$ cat src/rtl/fifo_drain.sv
// fifo_drain: pulls words from a replay FIFO into a 2-entry skid buffer and
// presents them as valid/ready packets of burst_len words (0 means 256).
// A packet counter tracks completed packets.
// Optional build macro FIFO_DRAIN_FLUSH_EN adds a 'flush' input that drops
// buffered and in-flight words and restarts the current packet.
module fifo_drain #(
  parameter int DW = 16
) (
  input  logic          clk,
  input  logic          rst_n,
`ifdef FIFO_DRAIN_FLUSH_EN
  input  logic          flush,
`endif
  input  logic          fifo_empty,
  input  logic [DW-1:0] fifo_data,
  output logic          fifo_rd,
  output logic          fifo_en,
  input  logic [7:0]    burst_len,
  output logic          m_valid,
  input  logic          m_ready,
  output logic [DW-1:0] m_data,
  output logic          m_last,
  output logic [15:0]   pkt_count
);

  // Skid buffer: buf0 is the head, buf1 the second entry.
  logic [DW-1:0] buf0;
  logic [DW-1:0] buf1;
  logic [1:0]    occ;
  logic [1:0]    occ_after_pop;
  logic [1:0]    committed;
  logic          inflight;
  logic          run_q;
  logic          pop;
  logic          flush_i;

  // Packet tracking.
  logic [7:0]    word_idx;
  logic [7:0]    len_q;
  logic [7:0]    len_eff;

`ifdef FIFO_DRAIN_FLUSH_EN
  assign flush_i = flush;
`else
  assign flush_i = 1'b0;
`endif

  assign fifo_en       = rst_n;
  assign m_valid       = (occ != 2'd0) && !flush_i;
  assign m_data        = buf0;
  assign pop           = m_valid && m_ready;
  assign occ_after_pop = occ - {1'b0, pop};

  // NOTE: a word popped at this edge frees its slot at the same edge, so the
  // pop is credited here; that keeps one word per cycle in steady state while
  // never committing more than two words after any edge.
  assign committed = occ_after_pop + {1'b0, inflight};
  assign fifo_rd   = run_q && !fifo_empty && !flush_i && (committed < 2'd2);

  // The first word of a packet sees burst_len directly; later words use the
  // value latched with that first word, so mid-packet changes are ignored.
  assign len_eff = (word_idx == 8'd0) ? burst_len : len_q;
  assign m_last  = m_valid && (word_idx == len_eff - 8'd1);

  // Skid buffer, occupancy and read pipeline.
  // NOTE: the two buffer entries are reset along with the control state so
  // m_data reads zero during reset; this is a 2-word register file, not a RAM.
  always_ff @(posedge clk or negedge rst_n) begin
    if (!rst_n) begin
      buf0     <= '0;
      buf1     <= '0;
      occ      <= 2'd0;
      inflight <= 1'b0;
      run_q    <= 1'b0;
    end else begin
      // NOTE: non-blocking throughout; the later push into buf0 deliberately
      // overrides the shift from buf1 when the buffer drains to empty.
      run_q    <= 1'b1;
      inflight <= fifo_rd;
      if (flush_i) begin
        occ <= 2'd0;
      end else begin
        if (pop) buf0 <= buf1;
        if (inflight) begin
          if (occ_after_pop == 2'd0) buf0 <= fifo_data;
          else                       buf1 <= fifo_data;
        end
        occ <= occ_after_pop + {1'b0, inflight};
      end
    end
  end

  // Word index within the packet, latched length and completed-packet count.
  always_ff @(posedge clk or negedge rst_n) begin
    if (!rst_n) begin
      word_idx  <= 8'd0;
      len_q     <= 8'd0;
      pkt_count <= 16'd0;
    end else if (flush_i) begin
      word_idx <= 8'd0;
    end else begin
      if (m_valid && (word_idx == 8'd0)) len_q <= burst_len;
      if (pop) begin
        if (m_last) begin
          word_idx  <= 8'd0;
          pkt_count <= pkt_count + 16'd1;
        end else begin
          word_idx <= word_idx + 8'd1;
        end
      end
    end
  end

endmodule
$ cat config.mk
export PLATFORM = sky130hd
export DESIGN_NAME = fifo_drain
export DESIGN_NICKNAME = d
export VERILOG_FILES = /design/src/rtl/fifo_drain.sv
export SDC_FILE = /design/constraint.sdc
export NUM_CORES = 1
export LEC_CHECK = 0
export BUFFER_PORTS_ARGS = -buffer_cell sky130_fd_sc_hd__buf_4
export CAP_MARGIN = 20
export CELL_PAD_IN_SITES_DETAIL_PLACEMENT = 1
export CELL_PAD_IN_SITES_GLOBAL_PLACEMENT = 2
export CORE_ASPECT_RATIO = 1.75
export CORE_MARGIN = 2
export CORE_UTILIZATION = 33
export CTS_BUF_LIST = sky130_fd_sc_hd__clkbuf_2
export CTS_CLUSTER_DIAMETER = 150
export DETAILED_ROUTE_END_ITERATION = 7
export GPL_ROUTABILITY_DRIVEN = 0
export PLACE_DENSITY = 0.85
export SYNTH_ARGS = -nofsm -noshare
export SYNTH_HDL_FRONTEND = slang
export SYNTH_SLANG_ARGS = --single-unit
$ cat constraint.sdc
create_clock -name clk -period 3.2 [get_ports clk]
set_input_delay 0.64 -clock clk [delete_from_list [all_inputs] [get_ports clk]]
set_output_delay 0.64 -clock clk [all_outputs]
set_load 0.03 [all_outputs]
======== After elaboration in Yosys (flattened, before gate mapping) ========
Cells that the tools add are included.
word-level totals
  bits in registers ....................... 68
  bits in latches ......................... 0
  bits in writable memories ............... 0
  bits in read-only memories .............. 0
  bits of input ports ..................... 28
  output and inout bits ................... 36
  memories ................................ 0
operators by class
  add/sub/neg operators ................... 5
  multipliers ............................. 0
  div/mod/pow operators ................... 0
  order comparisons ....................... 1
  equality and inequality tests ........... 1
  shift-type cells ........................ 0
  muxes and demuxes ....................... 5
  bitwise logic cells ..................... 1
  reductions and logical operators ........ 11
operators with widths
  operator                                                            number
  16-bit two-way mux                                                  3
  16-bit by 1-bit adder with 16-bit output, second input constant     1
  8-bit two-way mux                                                   2
  8-bit by 1-bit adder with 8-bit output, second input constant       1
  8-bit equality test                                                 1
  8-bit zero test                                                     1
  8-bit by 1-bit subtractor with 8-bit output, second input constant  1
  1-bit logical AND                                                   5
  2-bit AND reduction                                                 2
  2-bit by 1-bit adder with 2-bit output                              1
  2-bit zero test                                                     1
  2-bit less-than comparator, second input constant                   1
  2-bit nonzero test                                                  1
  2-bit by 1-bit subtractor with 2-bit output                         1
  1-bit zero test                                                     1
  1-bit inverter                                                      1

======== Logic depth before layout (Yosys ltp) ========
  word-level depth ........................ 6
  depth in mapped cells ................... 14

======== Worst setup path after synthesis ========
No wires, ideal clock.
  kind .................................... register -> output
  start point ............................. register word_idx[0]
  end point ............................... output port m_last
  arrival time ............................ 3.006 ns
  setup slack ............................. -0.446 ns
  cell stages (with the launch flop) ...... 12
  path buffers ............................ 0
  cell sequence ........................... dfrtp_1 -> inv_1 -> ha_1 -> or3b_2 -> nor2_2 -> mux2i_1 -> ha_1 -> nor3b_1 -> xnor2_1 -> or4_1 -> o41ai_1 -> and4_1
on the way
  longest elaborated chain between the ends .. 5
ends and longest elaborated chain
  what                                         RTL line  source
  from (decl)                                  38        logic [7:0] word_idx;
  from (signal assigned)                       108       word_idx <= word_idx + 8'd1;
  8-bit zero test                              62        assign len_eff = (word_idx == 8'd0) ? burst_len : len_q;
  8-bit two-way mux                            62
  8-bit by 1-bit subtractor with 8-bit output  63        assign m_last = m_valid && (word_idx == len_eff - 8'd1);
  8-bit equality test (*)                      63
  1-bit logical AND (*)                        63
  to (decl)                                    22        output logic m_last,
Every way passes the cells marked *; elsewhere a longest branch is shown, timed or not.

======== Worst setup path after layout ========
Same ends and word-level chain as after synthesis.

==> summary.md <==
| Metric | Value |
|---|---|
| RSZ-0062 raised after global routing | `yes` |
| Mapped Cells | `341` |
| Max VDD drop | `0.000492 V` |
| First-pass GRT wire length | `16.0 mm` |
| CTS sink count | `68` |
| Pwr dens | `just under 900 nW/um^2` |
| Fin Clk Skew | `0.0224 ns` |
| Final setup vio count | `24` |
| Post-Layout Cell Count | `about 570` |
| WL/cell | `17.7 um` |
| Clock power frac | `around 14%` |
| Syn. warnings | `0` |
| Worst Setup Path Type | `flop to output pin` |
| Max FO, Critical Path | `4` |
| Internal power | `roughly 2500 uW` |
| Crit. End Element | `output pin` |
| Final Max Slew Viols | `0` |
| CP Launch Type | `flop` |
| Largest net degree at the start of global routing | `69` |
| Register area share after synthesis | `about 49%` |
| Cell total after placement | `543` |
| DIE HEIGHT | `140 um` |
| Final min period | `4.00 ns` |
| Violated checks | `negative setup slack` |
| Fin. Hold Viols | `0` |
| Dpl hpwl | `6.94 mm` |
| Fmax | `250 MHz` |
| DRC Markers | `0` |
| Remaining antenna violation count | `0` |
| Hold/Removal Path Class | `primary input to flop` |
| Clock buffer count from CTS | `9` |
| Tot GR Track Use | `18.5%` |
| I/O Pins | `between 60 and 70` |
| Worst hold stages | `2` |
| Switching share of power | `about two fifths` |
| Via density | `between 5 and 6` |
| DR vias | `between 2k and 3k` |
| Share of cells above drive strength 1 | `42.7%` |
| Ys async rst share | `100%` |
| Commonest non-fill, non-tap cells in the layout | `92 x buf_4, 68 x dfrtp_1, 47 x nand2_1` |
| # H-tree levels | `3` |
| WP data required | `2.56 ns` |
| Depth of the worst register-to-register path | `16` |
| Initial drt markers | `96` |
| Root buffer cell | `clkbuf_2` |
| Area grow syn2layout | `40.1%` |
| Final Cycle Share | `125%` |
| Synthesized net count | `about 380` |
| Initial antenna violation count | `1` |
| Status | `finished, violations left` |
| Die area | `~11000 um^2` |
| Reg power frac | `33.5%` |
| Most used DFF post-synth | `dfrtp_1` |
| CP arrival | `3.36 ns` |
| Clock latency on the worst-skew pair | `roughly 0.52 ns` |
| Total core area | `10200 um^2` |
| Vias in the first global route | `3221` |
| Deepest clock path buffer count | `2` |
| Net Sw Power | `1720 uW` |
| CTS clk-pin slew, worst paths | `0.21 ns` |
| Avg Inst Size Synth | `approximately 10 um^2` |
| Post-route worst setup slack | `-0.795 ns` |
| Leak | `approximately 0.0024 uW` |
| Overflow left after global routing | `0` |
| Die extent in x | `81.5 um` |
| Mapped cell area | `3460 um^2` |
| Initial Utilization | `33.8%` |
| Least-Margin Pin Slew | `~0.90 ns` |
| TritonCTS clock tree | `yes` |
| Post-synthesis cell type count | `47` |
| Nets | `474` |
| DRT Wirelength | `10.1 mm` |
| Number of synthesized register bits | `68` |
| Max Cap Violations | `0` |
| Commonest non-fill, non-tap cell in the layout | `buf_4` |
| Pre-antenna DRT Iters | `4` |
| Logic pwr share | `a little over half` |
| Num rows | `49` |
| EDFF count, synth | `0` |
| Slew HR | `39.8%` |
| I/O Buffers | `63` |
| Total power | `4210 uW` |
## worst paths after layout
path                                           start                        end  slack [ns]
max                          word_idx[0]$_DFFE_PN0P_                     m_last       -0.80
min                                       fifo_empty         inflight$_DFF_PN0_        0.25
max reg2reg                  word_idx[0]$_DFFE_PN0P_   pkt_count[1]$_DFFE_PN0P_       -0.30
min reg2reg                pkt_count[15]$_DFFE_PN0P_  pkt_count[15]$_DFFE_PN0P_        0.48
max in group asynchronous                      rst_n        m_data[9]$_DFF_PN0_        2.31
min in group asynchronous                      rst_n           occ[1]$_DFF_PN0_        0.28
## area by class of cell
class	instances	area [um^2]
inverters	16	60.1
flip-flops and latches	68	1700
diodes	1	2.50
clock inverters	6	88.8
repair buffers	103	860
well taps	127	159
fillers	1119	5390
clock buffers	10	50.0
multi-input cells	242	1930
## worst max-delay path, stage by stage (launching register included)
cell and delay, ns:
dfrtp_1 0.45, inv_2 0.10, ha_4 0.13, or3b_4 0.40, nor2_4 0.11, mux2i_1 0.19, ha_2 0.24, xnor2_2 0.14
xnor2_1 0.09, or4_1 0.49, o41ai_2 0.08, and4_4 0.28, buf_6 0.13
## synthesized netlist by cell type (2+ instances only)
cell,count,area (um^2)
nand2b_1,3,18.8
nand4_1,4,25.0
a211oi_1,2,15.0
or4_1,2,15.0
o21ai_0,8,40.0
ha_1,6,75.1
a31oi_1,16,100
xnor2_1,17,149
o41ai_1,2,17.5
nand2_1,48,180
inv_1,16,60.1
mux2_2,24,270
a22o_1,3,26.3
nor4_1,2,12.5
a21o_1,2,15.0
nand3_1,9,45.0
a21oi_1,3,15.0
nor4_2,2,25.0
buf_6,2,22.5
nor2b_1,4,25.0
dfrtp_1,68,1700
nor2_1,26,97.6
buf_4,3,22.5
nor3_1,18,90.1
buf_2,2,10.0
xor2_1,17,149
clkbuf_1,8,30.0
nor3b_1,4,30.0
and4_1,2,17.5
## metal layers
metal,routed length [um],global-route usage (%)
met1,3790,20.2
met2,5910,34.1
met3,234,3.44
met4,197,7.05
met5,0,0
## power groups by stage
stage	Combinational, uW	Sequential (uW)	Clock, uW
floorplan	1140	1570	0
global placement	1910	1400	0
detailed placement	1980	1420	0
CTS	2140	1410	625
global route	2390	1450	659
finish	2200	1410	603
## registers in the layout, indices dropped and copies added, names as in the netlist
| signal | cells |
|---|---|
| occ | 2 |
| len_q | 8 |
| inflight | 1 |
| pkt_count | 16 |
| buf1 | 16 |
| m_data | 16 |
| run_q | 1 |
| word_idx | 8 |
## kinds of logic after synthesis
kind of cell               after synthesis  share of synthesized area [%]
and+or+nand+nor                        134                           19.7
muxes                                   25                           8.09
DFF                                     68                           49.1
buffers and inverters                   31                           4.19
xor gates and xnor gates                34                           8.59
AOI/OAI and AO/OA                       42                           8.02
adders and majority gates                6                           2.17
other                                    1                          0.108
## per-stage QoR
stage / area [um^2] / setup TNS [ns] / hold WS (ns) / util (%) / setup WS [ns]
after detailed placement: 4350 / -2.25 / 0.463 / 42.5 / -0.269
after floorplan: 3600 / -0.291 / 0.344 / - / -0.157
after CTS: 4750 / -4.19 / 0.192 / 46.4 / -0.826
after global routing: 4850 / -7.94 / 0.183 / 47.4 / -0.970
final: 4850 / -4.49 / 0.251 / 47.4 / -0.795
after global placement: 4350 / -0.654 / 0.458 / 42.5 / -0.173
## repair_timing
| item | in CTS | in global routing |
|---|---|---|
| setup buffers | 6 | 6 |
| gates resized for setup | 31 | 23 |
| setup endpoints to repair | 20 | 25 |
| pin swaps | 19 | 20 |
| hold buffers | 0 | 0 |
| cloned | 2 | 0 |
Power figures use the tool's default switching activity.
